### src/rtl/chiplet_pkg.sv
// Shared chiplet-link definitions: command and length codes, header bit positions,
// the RX state type and the header decode helper used by both link FSMs.
package chiplet_pkg;

    localparam int FLIT_W = 40;
    localparam int WORD_W = 32;
    localparam int ID_W   = 6;

    localparam logic [2:0] CMD_RD_REQ = 3'b000;
    localparam logic [2:0] CMD_WR_REQ = 3'b001;
    localparam logic [2:0] CMD_RD_RSP = 3'b010;

    localparam logic [2:0] LEN_4B   = 3'd0;
    localparam logic [2:0] LEN_8B   = 3'd1;
    localparam logic [2:0] LEN_16B  = 3'd2;
    localparam logic [2:0] LEN_32B  = 3'd3;
    localparam logic [2:0] LEN_64B  = 3'd4;
    localparam logic [2:0] LEN_128B = 3'd5;

    localparam int HDR_MODE_BIT  = 0;
    localparam int HDR_VALID_BIT = 1;
    localparam int HDR_CMD_LSB   = 2;
    localparam int HDR_LEN_LSB   = 5;
    localparam int HDR_ADDR_LSB  = 8;
    localparam int HDR_TID_LSB   = 8;
    localparam int HDR_DID_LSB   = 14;

    typedef enum logic [1:0] {
        IDLE = 2'd0,
        ADDR = 2'd1,
        DATA = 2'd2
    } rx_state_t;

    typedef struct packed {
        logic              ext;
        logic              vld;
        logic [2:0]        cmd;
        logic [2:0]        len;
        logic [WORD_W-1:0] addr;
        logic [ID_W-1:0]   tid;
        logic [ID_W-1:0]   did;
    } hdr_t;

    // Lightweight address and extended tid/did overlap; the caller picks by mode.
    function automatic hdr_t hdr_decode(input logic [FLIT_W-1:0] flit);
        hdr_t h;
        h.ext  = flit[HDR_MODE_BIT];
        h.vld  = flit[HDR_VALID_BIT];
        h.cmd  = flit[HDR_CMD_LSB +: 3];
        h.len  = flit[HDR_LEN_LSB +: 3];
        h.addr = flit[HDR_ADDR_LSB +: WORD_W];
        h.tid  = flit[HDR_TID_LSB +: ID_W];
        h.did  = flit[HDR_DID_LSB +: ID_W];
        return h;
    endfunction

    function automatic logic hdr_bad(input hdr_t h, input logic [2:0] max_len);
        return (h.cmd > CMD_RD_RSP) || (h.len > max_len);
    endfunction

    function automatic logic [5:0] word_count(input logic [2:0] len);
        return 6'd1 << len;
    endfunction

endpackage

### src/rtl/slave_rx_fsm.sv
// Receive-side depacketizer: parses header/address/data flits from the link RX FIFO
// into registered per-field value/valid pulses for the slave-side consumer.
module slave_rx_fsm
    import chiplet_pkg::*;
#(
    parameter int DATA_LINE_WIDTH = 40,
    parameter int WORD_SIZE       = 32,
    parameter int TID_WIDTH       = 6,
    parameter int DID_WIDTH       = 6,
    parameter int MAX_LEN_CODE    = 5
) (
    input  logic                       clk,
    input  logic                       rst,
    input  logic [DATA_LINE_WIDTH-1:0] i_flit,
    input  logic                       i_flit_valid,
    output logic                       o_flit_ready,
    input  logic                       i_slave_rx_ready,
    output logic [2:0]                 o_slave_rx_cmd,
    output logic                       o_slave_rx_cmd_valid,
    output logic [2:0]                 o_slave_rx_length,
    output logic                       o_slave_rx_length_valid,
    output logic [WORD_SIZE-1:0]       o_slave_rx_addr,
    output logic                       o_slave_rx_addr_valid,
    output logic [TID_WIDTH-1:0]       o_slave_rx_tid,
    output logic                       o_slave_rx_tid_valid,
    output logic [DID_WIDTH-1:0]       o_slave_rx_did,
    output logic                       o_slave_rx_did_valid,
    output logic [WORD_SIZE-1:0]       o_slave_rx_data,
    output logic                       o_slave_rx_data_valid,
    output logic                       o_busy,
    output logic                       o_proto_err
);

    localparam logic [2:0] MAX_LEN = MAX_LEN_CODE[2:0];

    rx_state_t            state_q, state_d;
    logic [5:0]           cnt_q, cnt_d;
    logic [2:0]           cmd_q, cmd_d;
    logic [2:0]           len_q, len_d;
    logic [WORD_SIZE-1:0] addr_q, addr_d;
    logic [TID_WIDTH-1:0] tid_q, tid_d;
    logic [DID_WIDTH-1:0] did_q, did_d;
    logic [WORD_SIZE-1:0] data_q, data_d;
    logic cmd_v_q, cmd_v_d, len_v_q, len_v_d, addr_v_q, addr_v_d;
    logic tid_v_q, tid_v_d, did_v_q, did_v_d, data_v_q, data_v_d;
    logic err_q, err_d;

    hdr_t hdr;
    logic consume;

    assign o_flit_ready = i_slave_rx_ready;
    assign consume      = i_flit_valid && i_slave_rx_ready;
    assign hdr          = hdr_decode(i_flit);

    always_comb begin
        state_d  = state_q;
        cnt_d    = cnt_q;
        cmd_d    = cmd_q;
        len_d    = len_q;
        addr_d   = addr_q;
        tid_d    = tid_q;
        did_d    = did_q;
        data_d   = data_q;
        cmd_v_d  = 1'b0;
        len_v_d  = 1'b0;
        addr_v_d = 1'b0;
        tid_v_d  = 1'b0;
        did_v_d  = 1'b0;
        data_v_d = 1'b0;
        err_d    = 1'b0;

        if (consume) begin
            unique case (state_q)
                IDLE: begin
                    if (hdr.vld) begin
                        if (hdr_bad(hdr, MAX_LEN)) begin
                            err_d = 1'b1;
                        end else begin
                            cmd_d   = hdr.cmd;
                            len_d   = hdr.len;
                            cmd_v_d = 1'b1;
                            len_v_d = 1'b1;
                            // Loaded here so both the direct and the via-ADDR path see it.
                            cnt_d   = word_count(hdr.len);
                            if (hdr.ext) begin
                                tid_d   = TID_WIDTH'(hdr.tid);
                                did_d   = DID_WIDTH'(hdr.did);
                                tid_v_d = 1'b1;
                                did_v_d = 1'b1;
                                state_d = (hdr.cmd == CMD_RD_RSP) ? DATA : ADDR;
                            end else begin
                                if (hdr.cmd != CMD_RD_RSP) begin
                                    addr_d   = WORD_SIZE'(hdr.addr);
                                    addr_v_d = 1'b1;
                                end
                                state_d = (hdr.cmd == CMD_RD_REQ) ? IDLE : DATA;
                            end
                        end
                    end
                end
                ADDR: begin
                    addr_d   = i_flit[WORD_SIZE-1:0];
                    addr_v_d = 1'b1;
                    state_d  = (cmd_q == CMD_WR_REQ) ? DATA : IDLE;
                end
                DATA: begin
                    data_d   = i_flit[WORD_SIZE-1:0];
                    data_v_d = 1'b1;
                    cnt_d    = cnt_q - 6'd1;
                    if (cnt_q == 6'd1) begin
                        state_d = IDLE;
                    end
                end
                default: state_d = IDLE;
            endcase
        end
    end

    always_ff @(posedge clk) begin
        if (rst) begin
            state_q  <= IDLE;
            cnt_q    <= '0;
            cmd_q    <= '0;
            len_q    <= '0;
            addr_q   <= '0;
            tid_q    <= '0;
            did_q    <= '0;
            data_q   <= '0;
            cmd_v_q  <= 1'b0;
            len_v_q  <= 1'b0;
            addr_v_q <= 1'b0;
            tid_v_q  <= 1'b0;
            did_v_q  <= 1'b0;
            data_v_q <= 1'b0;
            err_q    <= 1'b0;
        end else begin
            state_q  <= state_d;
            cnt_q    <= cnt_d;
            cmd_q    <= cmd_d;
            len_q    <= len_d;
            addr_q   <= addr_d;
            tid_q    <= tid_d;
            did_q    <= did_d;
            data_q   <= data_d;
            cmd_v_q  <= cmd_v_d;
            len_v_q  <= len_v_d;
            addr_v_q <= addr_v_d;
            tid_v_q  <= tid_v_d;
            did_v_q  <= did_v_d;
            data_v_q <= data_v_d;
            err_q    <= err_d;
        end
    end

    assign o_slave_rx_cmd          = cmd_q;
    assign o_slave_rx_cmd_valid    = cmd_v_q;
    assign o_slave_rx_length       = len_q;
    assign o_slave_rx_length_valid = len_v_q;
    assign o_slave_rx_addr         = addr_q;
    assign o_slave_rx_addr_valid   = addr_v_q;
    assign o_slave_rx_tid          = tid_q;
    assign o_slave_rx_tid_valid    = tid_v_q;
    assign o_slave_rx_did          = did_q;
    assign o_slave_rx_did_valid    = did_v_q;
    assign o_slave_rx_data         = data_q;
    assign o_slave_rx_data_valid   = data_v_q;
    assign o_busy                  = (state_q != IDLE);
    assign o_proto_err             = err_q;

endmodule

### config.mk
export PLATFORM = sky130hd
export DESIGN_NAME = slave_rx_fsm
export DESIGN_NICKNAME = d
export VERILOG_FILES = /design/src/rtl/chiplet_pkg.sv /design/src/rtl/slave_rx_fsm.sv
export SDC_FILE = /design/constraint.sdc
export NUM_CORES = 1
export LEC_CHECK = 0
export BUFFER_PORTS_ARGS = -buffer_cell sky130_fd_sc_hd__buf_2
export CAP_MARGIN = 20
export CORE_MARGIN = 4
export CORE_UTILIZATION = 40
export DETAILED_ROUTE_END_ITERATION = 8
export PLACE_DENSITY = 0.68
export REMOVE_ABC_BUFFERS = 1
export SLEW_MARGIN = 20
export SYNTH_ARGS = -nofsm -noshare
export SYNTH_HDL_FRONTEND = slang
export SYNTH_SLANG_ARGS = --single-unit
### constraint.sdc
create_clock -name clk -period 1.72 [get_ports clk]
set_input_delay 0 -clock clk [delete_from_list [all_inputs] [get_ports clk]]
set_output_delay 0 -clock clk [all_outputs]
set_load 0.1 [all_outputs]
==> results.sh, run 1 <==
export IMPL_outcome="finished, final reports clean"
export IMPL_crit_required_ps=1950
export IMPL_routed_wl_um=13280
export IMPL_drcViolationCount=0
export IMPL_min_path_type="in2reg"
export IMPL_cts_made_buffers=9
export IMPL_worst_r2r_endpoint="cnt_q[4]"
export IMPL_period_minus_slack_ps=1576
export IMPL_crit_arrival_ps=1800
export IMPL_fmax_mhz=634.4
export IMPL_htreeDepth=3
export IMPL_cts_tree="built"
export IMPL_skew_ps=4.480
export IMPL_worst_pin_slew_ps=598.0
export IMPL_port_buffers=134
export IMPL_worstSetupPathType="in2reg"
export IMPL_die_x_um=114.0
export IMPL_drv_slew=0
export IMPL_drtAntennaViolNets=0
export IMPL_fin_ws_ps=143.8
export IMPL_track_usage_pct=20.63
export IMPL_dp_cells=767
export IMPL_routabilityCongestion=0.8016
export IMPL_ioPinCount=135
export IMPL_gr_total_overflow=0
export IMPL_rr_startpoint="cnt_q[1]"
export IMPL_drive_gt1_share_pct=32.89
export IMPL_wl_per_cell_um=16.30
export IMPL_syn_area_um2=4492
export IMPL_dp_hpwl_um=9110
export IMPL_die_area_um2=12990
export IMPL_grt_max_degree=54
export IMPL_fin_setup_tns_ps=0
export IMPL_yosysUniqueCellTypes=53
export IMPL_power_total_w=0.005095
export IMPL_clock_latency_ps=340
export IMPL_final_hold_viol_count=0
export IMPL_syn_area_per_cell_um2=8.705
export IMPL_vias=4303
export IMPL_viasPerCell=5.280
export IMPL_synth_ff_type="dfxtp_1"
export IMPL_mostFrequentLayoutCells="buf_2, dfxtp_1, nor2_1"
export IMPL_final_common_cell="buf_2"
export IMPL_die_h_um=114.0
export IMPL_grt_pass1_wl_um=21420
export IMPL_rsz0062_at_grt="no"
export IMPL_first_pass_iters=4
export IMPL_antenna_found_initial=0
export IMPL_period_share_pct=91.64
export IMPL_num_rows=38
export IMPL_ys_ff_latch=95
export IMPL_rrSetupSlack_ps=180
export IMPL_hold_depth=3
export IMPL_yosysWarnings=0
export IMPL_cts_clk_slew_worst_paths_ps=70
export IMPL_drt_iter0_markers=259
export IMPL_area_growth_synth_to_final_pct=32.73
export IMPL_start_util_pct=41.08
export IMPL_synth_edf_count=0
export IMPL_vdd_drop_max_v=0.0004562
export IMPL_end_kind="register"
export IMPL_syn_inst=516
export IMPL_cp_max_fo=32
export IMPL_async_reset_ff_share_pct=0
export IMPL_fin_cells=815
export IMPL_cellPowerDensity_nw_per_um2=854.6
export IMPL_design_core_area_um2=10940
export IMPL_min_from="i_flit[3]"
export IMPL_cp_start_kind="input port"
export IMPL_seq_area_frac_synth_pct=42.34
export IMPL_slew_headroom_pct=60.13
export IMPL_cts_sinks=95
export IMPL_nets=716
export IMPL_setup_viol=0
export IMPL_nFillCells=1019
export IMPL_cts_root_buf="clkbuf_16"
export IMPL_post_place_ws_ps=118.9
export IMPL_clk_path_buf_depth=2
export IMPL_ff2ff_path_depth=6
export IMPL_n_antenna_cell=0
export IMPL_grt_pass1_vias=4159
export IMPL_drv_cap=0
export IMPL_p_leak_nw=2.548
export IMPL_min_to="o_slave_rx_addr[3]"
export IMPL_holdWs_ps=34.80
==> critical path: stages <==
cell	delay, ps
dlygate4sd3_1	540
buf_2	180
nor2_1	110
and3_2	210
buf_12	240
mux2i_1	110
a2111oi_0	390
==> final cells by class <==
cell class / instances / area, um2 / area share [%]
repair buffers: 187 / 1199 / 20.10
clock inverters: 6 / 92.59 / 1.553
inverters: 7 / 26.28 / 0.4407
flip-flops and latches: 95 / 1903 / 31.92
well taps: 140 / 175.2 / 2.938
clock buffers: 10 / 229.0 / 3.841
multi-input cells: 370 / 2337 / 39.20
==> metal layers <==
| metal | track usage (%) | vias to the layer above | routed length, um | share of wire (%) |
|---|---|---|---|---|
| met1 | 26.35 | 2037 | 5789 | 44 |
| met4 | 6.572 | 0 | 212 | 1.6 |
| met5 | 0 | - | 0 | 0 |
| met2 | 34.54 | 144 | 6442 | 48 |
| li1 | - | 2102 | - | - |
| met3 | 4.721 | 20 | 838 | 6.3 |
==> power by group <==
group | switching [W] | internal, W
Combinational | 0.000451 | 0.000234
Sequential | 0.0000203 | 0.00223
Clock | 0.000882 | 0.00128
Total | 0.00135 | 0.00374
==> Yosys cell counts (3+ instances only) <==
cell | n | area (um2)
buf_4 | 3 | 22.52
mux2i_1 | 47 | 470.5
a2111oi_0 | 3 | 26.28
o21ai_0 | 6 | 30.03
clkbuf_1 | 27 | 101.4
buf_2 | 7 | 35.03
buf_6 | 4 | 45.04
nor3_1 | 3 | 15.01
a2111oi_2 | 10 | 150.1
a21oi_1 | 43 | 215.2
nand2_1 | 68 | 255.2
nor2_1 | 92 | 345.3
a2111oi_1 | 17 | 170.2
inv_1 | 7 | 26.28
nor3b_1 | 3 | 22.52
or2_0 | 5 | 31.28
a211oi_1 | 5 | 37.54
dfxtp_1 | 95 | 1902
or2_2 | 25 | 156.4
==> how the worst max path moves through the flow <==
stage                     startpoint                 end  slack (ps)  cells past startpoint
after floorplan           state_q[1]  o_slave_rx_addr[0]        -330                      3
after global placement      cnt_q[0]            cnt_q[4]         150                      6
after detailed placement    cnt_q[0]            cnt_q[4]         120                      6
after CTS                  i_flit[4]   o_slave_rx_did[3]          90                      6
after global routing       i_flit[0]  o_slave_rx_addr[2]           5                      7
final                      i_flit[0]  o_slave_rx_addr[2]         140                      7
==> timing repair <==
| item | 4_1_cts | 5_1_grt |
|---|---|---|
| hold buffers | 31 | 0 |
| buffers inserted | 0 | 1 |
| setup endpoints to repair | 0 | 15 |
| endpoints found under the hold margin | 61 | 0 |
| gates resized for setup | 0 | 5 |
==> state kept, by name, summed over array words and instances (netlist names) <==
register                 count
o_slave_rx_data             32
o_proto_err                  1
o_slave_rx_data_valid        1
o_slave_rx_length            3
cnt_q                        6
o_slave_rx_addr             32
o_slave_rx_addr_valid        1
o_slave_rx_cmd               3
state_q                      2
o_slave_rx_length_valid      1
o_slave_rx_did_valid         1
o_slave_rx_did               6
o_slave_rx_tid               6
==> cells by family (layout without fill, tap and decap cells) <==
| logic type | Yosys count | count (layout) | synth area share [%] |
|---|---|---|---|
| compound gates | 98 | 98 | 17.05 |
| simple gates | 221 | 221 | 23.06 |
| flops | 95 | 95 | 42.34 |
| buf+inv | 51 | 210 | 6.128 |
| fa+ha+maj | 2 | 2 | 0.5570 |
| mux | 47 | 47 | 10.47 |
| xor+xnor | 2 | 2 | 0.3900 |
==> per-stage QoR <==
| stage | utilization [%] | cell area, um2 |
|---|---|---|
| 2_1_floorplan | - | 4243 |
| 3_3_place_gp | 48.40 | 5293 |
| 3_5_place_dp | 48.40 | 5293 |
| 4_1_cts | 54.18 | 5924 |
| 5_1_grt | 54.52 | 5962 |
| 6_report | 54.52 | 5962 |
Power figures use the tool's default switching activity.
==> run 2: changes to the inputs <==
--- a/config.mk
+++ b/config.mk
@@ -7,10 +7,10 @@
 export LEC_CHECK = 0
 export BUFFER_PORTS_ARGS = -buffer_cell sky130_fd_sc_hd__buf_2
 export CAP_MARGIN = 20
-export CORE_MARGIN = 4
 export CORE_UTILIZATION = 40
 export DETAILED_ROUTE_END_ITERATION = 8
 export PLACE_DENSITY = 0.68
+export RECOVER_POWER = 50
 export REMOVE_ABC_BUFFERS = 1
 export SLEW_MARGIN = 20
 export SYNTH_ARGS = -nofsm -noshare
==> results.sh, run 2 (synthesis results as in run 1) <==
export IMPL_first_pass_iters=7
export IMPL_fmax_mhz=607.1
export IMPL_start_util_pct=41.25
export IMPL_grt_pass1_vias=4080
export IMPL_routed_wl_um=12600
export IMPL_die_area_um2=11660
export IMPL_cellPowerDensity_nw_per_um2=759.0
export IMPL_slew_headroom_pct=23.42
export IMPL_cts_clk_slew_worst_paths_ps=90
export IMPL_grt_max_degree=51
export IMPL_viasPerCell=5.250
export IMPL_period_share_pct=95.77
export IMPL_cts_made_buffers=9
export IMPL_skew_ps=7.678
export IMPL_vias=4279
export IMPL_post_place_ws_ps=58.22
export IMPL_slowest_stage="dlygate4sd3_1"
export IMPL_mostFrequentLayoutCells="dfxtp_1, nor2_1, clkbuf_2"
export IMPL_outcome="finished, final reports clean"
export IMPL_fin_ws_ps=72.77
export IMPL_port_buffers=134
export IMPL_regArea_um2=1903
export IMPL_crit_chain="dlygate4sd3_1, buf_2, a221oi_4, a21oi_1, nor2_1, a2111oi_0"
export IMPL_area_growth_synth_to_final_pct=30.36
export IMPL_gr_total_overflow=0
export IMPL_num_rows=38
export IMPL_rsz0062_at_grt="no"
export IMPL_wl_per_cell_um=15.46
export IMPL_grt_pass1_wl_um=20180
export IMPL_nFillCells=979
export IMPL_track_usage_pct=22.32
export IMPL_p_leak_nw=2.426
export IMPL_die_h_um=108.0
export IMPL_crit_required_ps=1950
export IMPL_die_x_um=108.0
export IMPL_htreeDepth=3
export IMPL_min_path_type="in2reg"
export IMPL_cp_max_fo=8
export IMPL_design_core_area_um2=10890
export IMPL_dp_hpwl_um=8568
export IMPL_fin_cells=815
export IMPL_worstSetupPathType="in2reg"
export IMPL_setup_viol=0
export IMPL_cp_slowest_stage_delay_ps=530
export IMPL_placed_area_um2=5303
export IMPL_nets=716
export IMPL_fin_setup_tns_ps=0
export IMPL_ioPinCount=135
export IMPL_multiInputGateArea_um2=2326
export IMPL_worst_pin_slew_ps=1154
export IMPL_drtAntennaViolNets=0
export IMPL_antenna_found_initial=0
export IMPL_crit_arrival_ps=1880
export IMPL_drive_gt1_share_pct=32.00
export IMPL_period_minus_slack_ps=1647
export IMPL_final_hold_viol_count=0
export IMPL_end_kind="register"
export IMPL_drv_cap=0
export IMPL_cp_start_kind="input port"
export IMPL_power_total_w=0.004444
export IMPL_drcViolationCount=0
export IMPL_clk_path_buf_depth=2
export IMPL_worst_path_buf_inv=2
export IMPL_cts_tree="built"
export IMPL_vdd_drop_max_v=0.0003523
export IMPL_n_antenna_cell=0
export IMPL_cts_sinks=95
export IMPL_cts_root_buf="clkbuf_8"
export IMPL_clock_latency_ps=370
export IMPL_drv_slew=0
export IMPL_final_common_cell="dfxtp_1"
export IMPL_drt_iter0_markers=314
export IMPL_final_area_um2=5856
export IMPL_dp_cells=765
export IMPL_cp_top_family="compound AO/OA/AOI/OAI gates"
export IMPL_routabilityCongestion=0.8302
==> run 2: final timing paths <==
check | start | to | slack [ps] | depth (start not counted)
worst max-delay path | i_flit[2] | cnt_q[4] | 70 | 6
worst min-delay path | i_flit[1] | o_slave_rx_data[1] | 100 | 4
worst max register to register | state_q[1] | cnt_q[4] | 90 | 4
worst min register to register | o_slave_rx_data[22] | o_slave_rx_data[22] | 460 | 2
==> run 2: metal layers <==
layer | wire length, um | share of wire (%) | GRT usage [%]
met1 | 5507 | 44 | 27.43
met2 | 6143 | 49 | 37.94
met3 | 631 | 5.0 | 4.099
met4 | 315 | 2.5 | 9.785
met5 | 0 | 0 | 0
==> run 2: worst register-to-register path: stages, from the launching register on <==
cell and delay (ps):
dfxtp_1 480, nor2b_1 340, buf_4 210, a21oi_1 70
a2111oi_0 400
==> run 2: per-stage QoR <==
stage,hold slack [ps],utilization (%)
final,99.56,53.78
after CTS,84.01,53.55
after global routing,97.69,53.78
after global placement,265.5,48.70
after floorplan,0,-
after detailed placement,267.5,48.70
==> run 2: where the power goes <==
group | internal (W) | total, W | switching, W | leakage [nW]
combinational | 0.000235 | 0.000684 | 0.000449 | 1.56
clock | 0.000713 | 0.00151 | 0.000800 | 0.0997
sequential | 0.00222 | 0.00225 | 0.0000220 | 0.767
==> run 2: layout make-up <==
cell class | count | share of cell area [%]
Sequential cell | 95 | 32.50
Inverter | 7 | 0.4487
Clock buffer | 11 | 2.415
Multi-Input combinational cell | 370 | 39.72
Timing Repair Buffer | 187 | 20.96
Clock inverter | 5 | 0.9615
Tap cell | 140 | 2.991
==> run 2: what timing repair did <==
| item | 4_1_cts | 5_1_grt |
|---|---|---|
| buffers inserted | 0 | 1 |
| endpoints found under the setup margin | 0 | 13 |
| hold endpoints to repair | 70 | 0 |
| gates resized for setup | 0 | 2 |
| hold buffers | 33 | 0 |
==> run 3: changes to the inputs <==
--- a/config.mk
+++ b/config.mk
@@ -9,7 +9,6 @@
 export CAP_MARGIN = 20
 export CORE_UTILIZATION = 40
 export DETAILED_ROUTE_END_ITERATION = 8
-export PLACE_DENSITY = 0.68
 export RECOVER_POWER = 50
 export REMOVE_ABC_BUFFERS = 1
 export SLEW_MARGIN = 20
==> constraint.sdc (replaced) <==
create_clock -name clk -period 1.8 [get_ports clk]
set_input_delay 0 -clock clk [delete_from_list [all_inputs] [get_ports clk]]
set_output_delay 0 -clock clk [all_outputs]
set_load 0.1 [all_outputs]
==> results.sh, run 3 (synthesis results as in run 1) <==
export IMPL_die_x_um=108.0
export IMPL_crit_required_ps=2020
export IMPL_skew_ps=13.82
export IMPL_setup_viol=0
export IMPL_period_minus_slack_ps=1688
export IMPL_swShare_pct=29.10
export IMPL_cts_tree="built"
export IMPL_worst_pin_slew_ps=1161
export IMPL_met2WireLength_um=6482
export IMPL_crit_chain="dlygate4sd3_1, buf_2, a221oi_4, a21oi_1, nor2_1, a211oi_1"
export IMPL_worstSetupPathType="in2reg"
export IMPL_final_area_um2=5803
export IMPL_n_antenna_cell=0
export IMPL_grt_pass1_vias=4136
export IMPL_cellPowerDensity_nw_per_um2=690.0
export IMPL_htreeDepth=3
export IMPL_wl_met1_um=5656
export IMPL_die_h_um=108.0
export IMPL_vdd_drop_max_v=0.0005399
export IMPL_drcViolationCount=0
export IMPL_end_kind="register"
export IMPL_cts_made_buffers=9
export IMPL_mostFrequentLayoutCells="dfxtp_1, nor2_1, clkbuf_2"
export IMPL_cts_sinks=95
export IMPL_min_path_type="in2reg"
export IMPL_slowest_stage="a221oi_4"
export IMPL_first_pass_iters=4
export IMPL_drt_iter0_markers=204
export IMPL_num_rows=38
export IMPL_power_switching_w=0.001165
export IMPL_crit_arrival_ps=1910
export IMPL_slew_headroom_pct=22.91
export IMPL_grt_pass1_wl_um=20600
export IMPL_p_seq_share_pct=53.6
export IMPL_dr_max_layer_used="met4"
export IMPL_clock_power_share_pct=30.0
export IMPL_grt_max_degree=48
export IMPL_ioPinCount=135
export IMPL_internal_power_w=0.002839
export IMPL_port_buffers=134
export IMPL_routabilityCongestion=0.8648
export IMPL_holdWs_ps=90.16
export IMPL_start_util_pct=41.25
export IMPL_clk_path_buf_depth=2
export IMPL_fin_util_pct=53.30
export IMPL_cts_clk_slew_worst_paths_ps=90
export IMPL_die_area_um2=11660
export IMPL_vias=4241
export IMPL_outcome="finished, final reports clean"
export IMPL_cp_start_kind="input port"
export IMPL_wl_met3_um=576
export IMPL_fmax_mhz=592.5
export IMPL_drive_gt1_share_pct=31.85
export IMPL_cp_slowest_stage_delay_ps=540
export IMPL_cp_max_fo=8
export IMPL_track_usage_pct=22.59
export IMPL_design_core_area_um2=10890
export IMPL_placed_area_um2=5295
export IMPL_final_common_cell="dfxtp_1"
export IMPL_period_share_pct=93.77
export IMPL_pwr_share_comb_pct=16.3
export IMPL_drv_cap=0
export IMPL_antenna_found_initial=0
export IMPL_routed_wl_um=12810
export IMPL_drtAntennaViolNets=0
export IMPL_clock_latency_ps=370
export IMPL_dp_hpwl_um=8789
export IMPL_wl_per_cell_um=15.77
export IMPL_area_growth_synth_to_final_pct=29.19
export IMPL_rsz0062_at_grt="no"
export IMPL_viasPerCell=5.223
export IMPL_cts_root_buf="clkbuf_8"
export IMPL_drv_slew=0
export IMPL_p_leak_nw=2.388
export IMPL_gr_total_overflow=0
export IMPL_final_hold_viol_count=0
export IMPL_nets=714
-- run 3: metal layers --
layer,vias to the layer above,track usage (%)
met5,-,0
met1,2028,28.21
met3,8,4.943
li1,2088,-
met2,117,39.49
met4,0,5.088
-- run 3: power groups by stage --
| stage | clock (W) | combinational [W] | sequential, W |
|---|---|---|---|
| after floorplan | 0 | 0.000205 | 0.00233 |
| after global placement | 0 | 0.000589 | 0.00219 |
| after detailed placement | 0 | 0.000595 | 0.00220 |
| after CTS | 0.00125 | 0.000650 | 0.00215 |
| after global routing | 0.00134 | 0.000702 | 0.00215 |
| final | 0.00120 | 0.000654 | 0.00215 |
-- run 3: critical path, delay by kind of cell --
family          cells  cell delay, ps
compound gates      3             830
buf+inv             2             720
simple gates        1             340
-- run 3: stage by stage --
step	total power [W]	cells	setup WS (ps)	setup TNS [ps]
after floorplan	0.002538	472	-245.3	-10070
after global placement	0.002783	764	192.5	0
after detailed placement	0.002791	764	48.40	0
after CTS	0.004047	811	41.55	0
after global routing	0.004194	812	12.50	0
final	0.004004	812	112.2	0
-- run 3: final timing paths --
check,from,depth (start not counted),end,slack (ps)
setup / recovery,i_flit[2],6,cnt_q[1],110
hold / removal,rst,2,o_slave_rx_did[3],90
setup reg to reg,cnt_q[0],6,cnt_q[4],120
hold reg to reg,o_slave_rx_data[20],2,o_slave_rx_data[20],460
-- run 3: timing repair --
action | 4_1_cts | 5_1_grt
gates resized for setup | 0 | 6
setup endpoints to repair | 0 | 52
endpoints found under the hold margin | 66 | 0
buffers inserted | 0 | 1
hold buffers | 32 | 0
-- run 3: layout make-up --
class                      count  area (um2)
fill                        1031        5085
inverter                       7       26.28
multi-input combinational    370        2335
clock inverter                 4       23.77
clock buffer                  11       131.4
timing repair buffer         185        1209
sequential                    95        1903
tap                          140       175.2
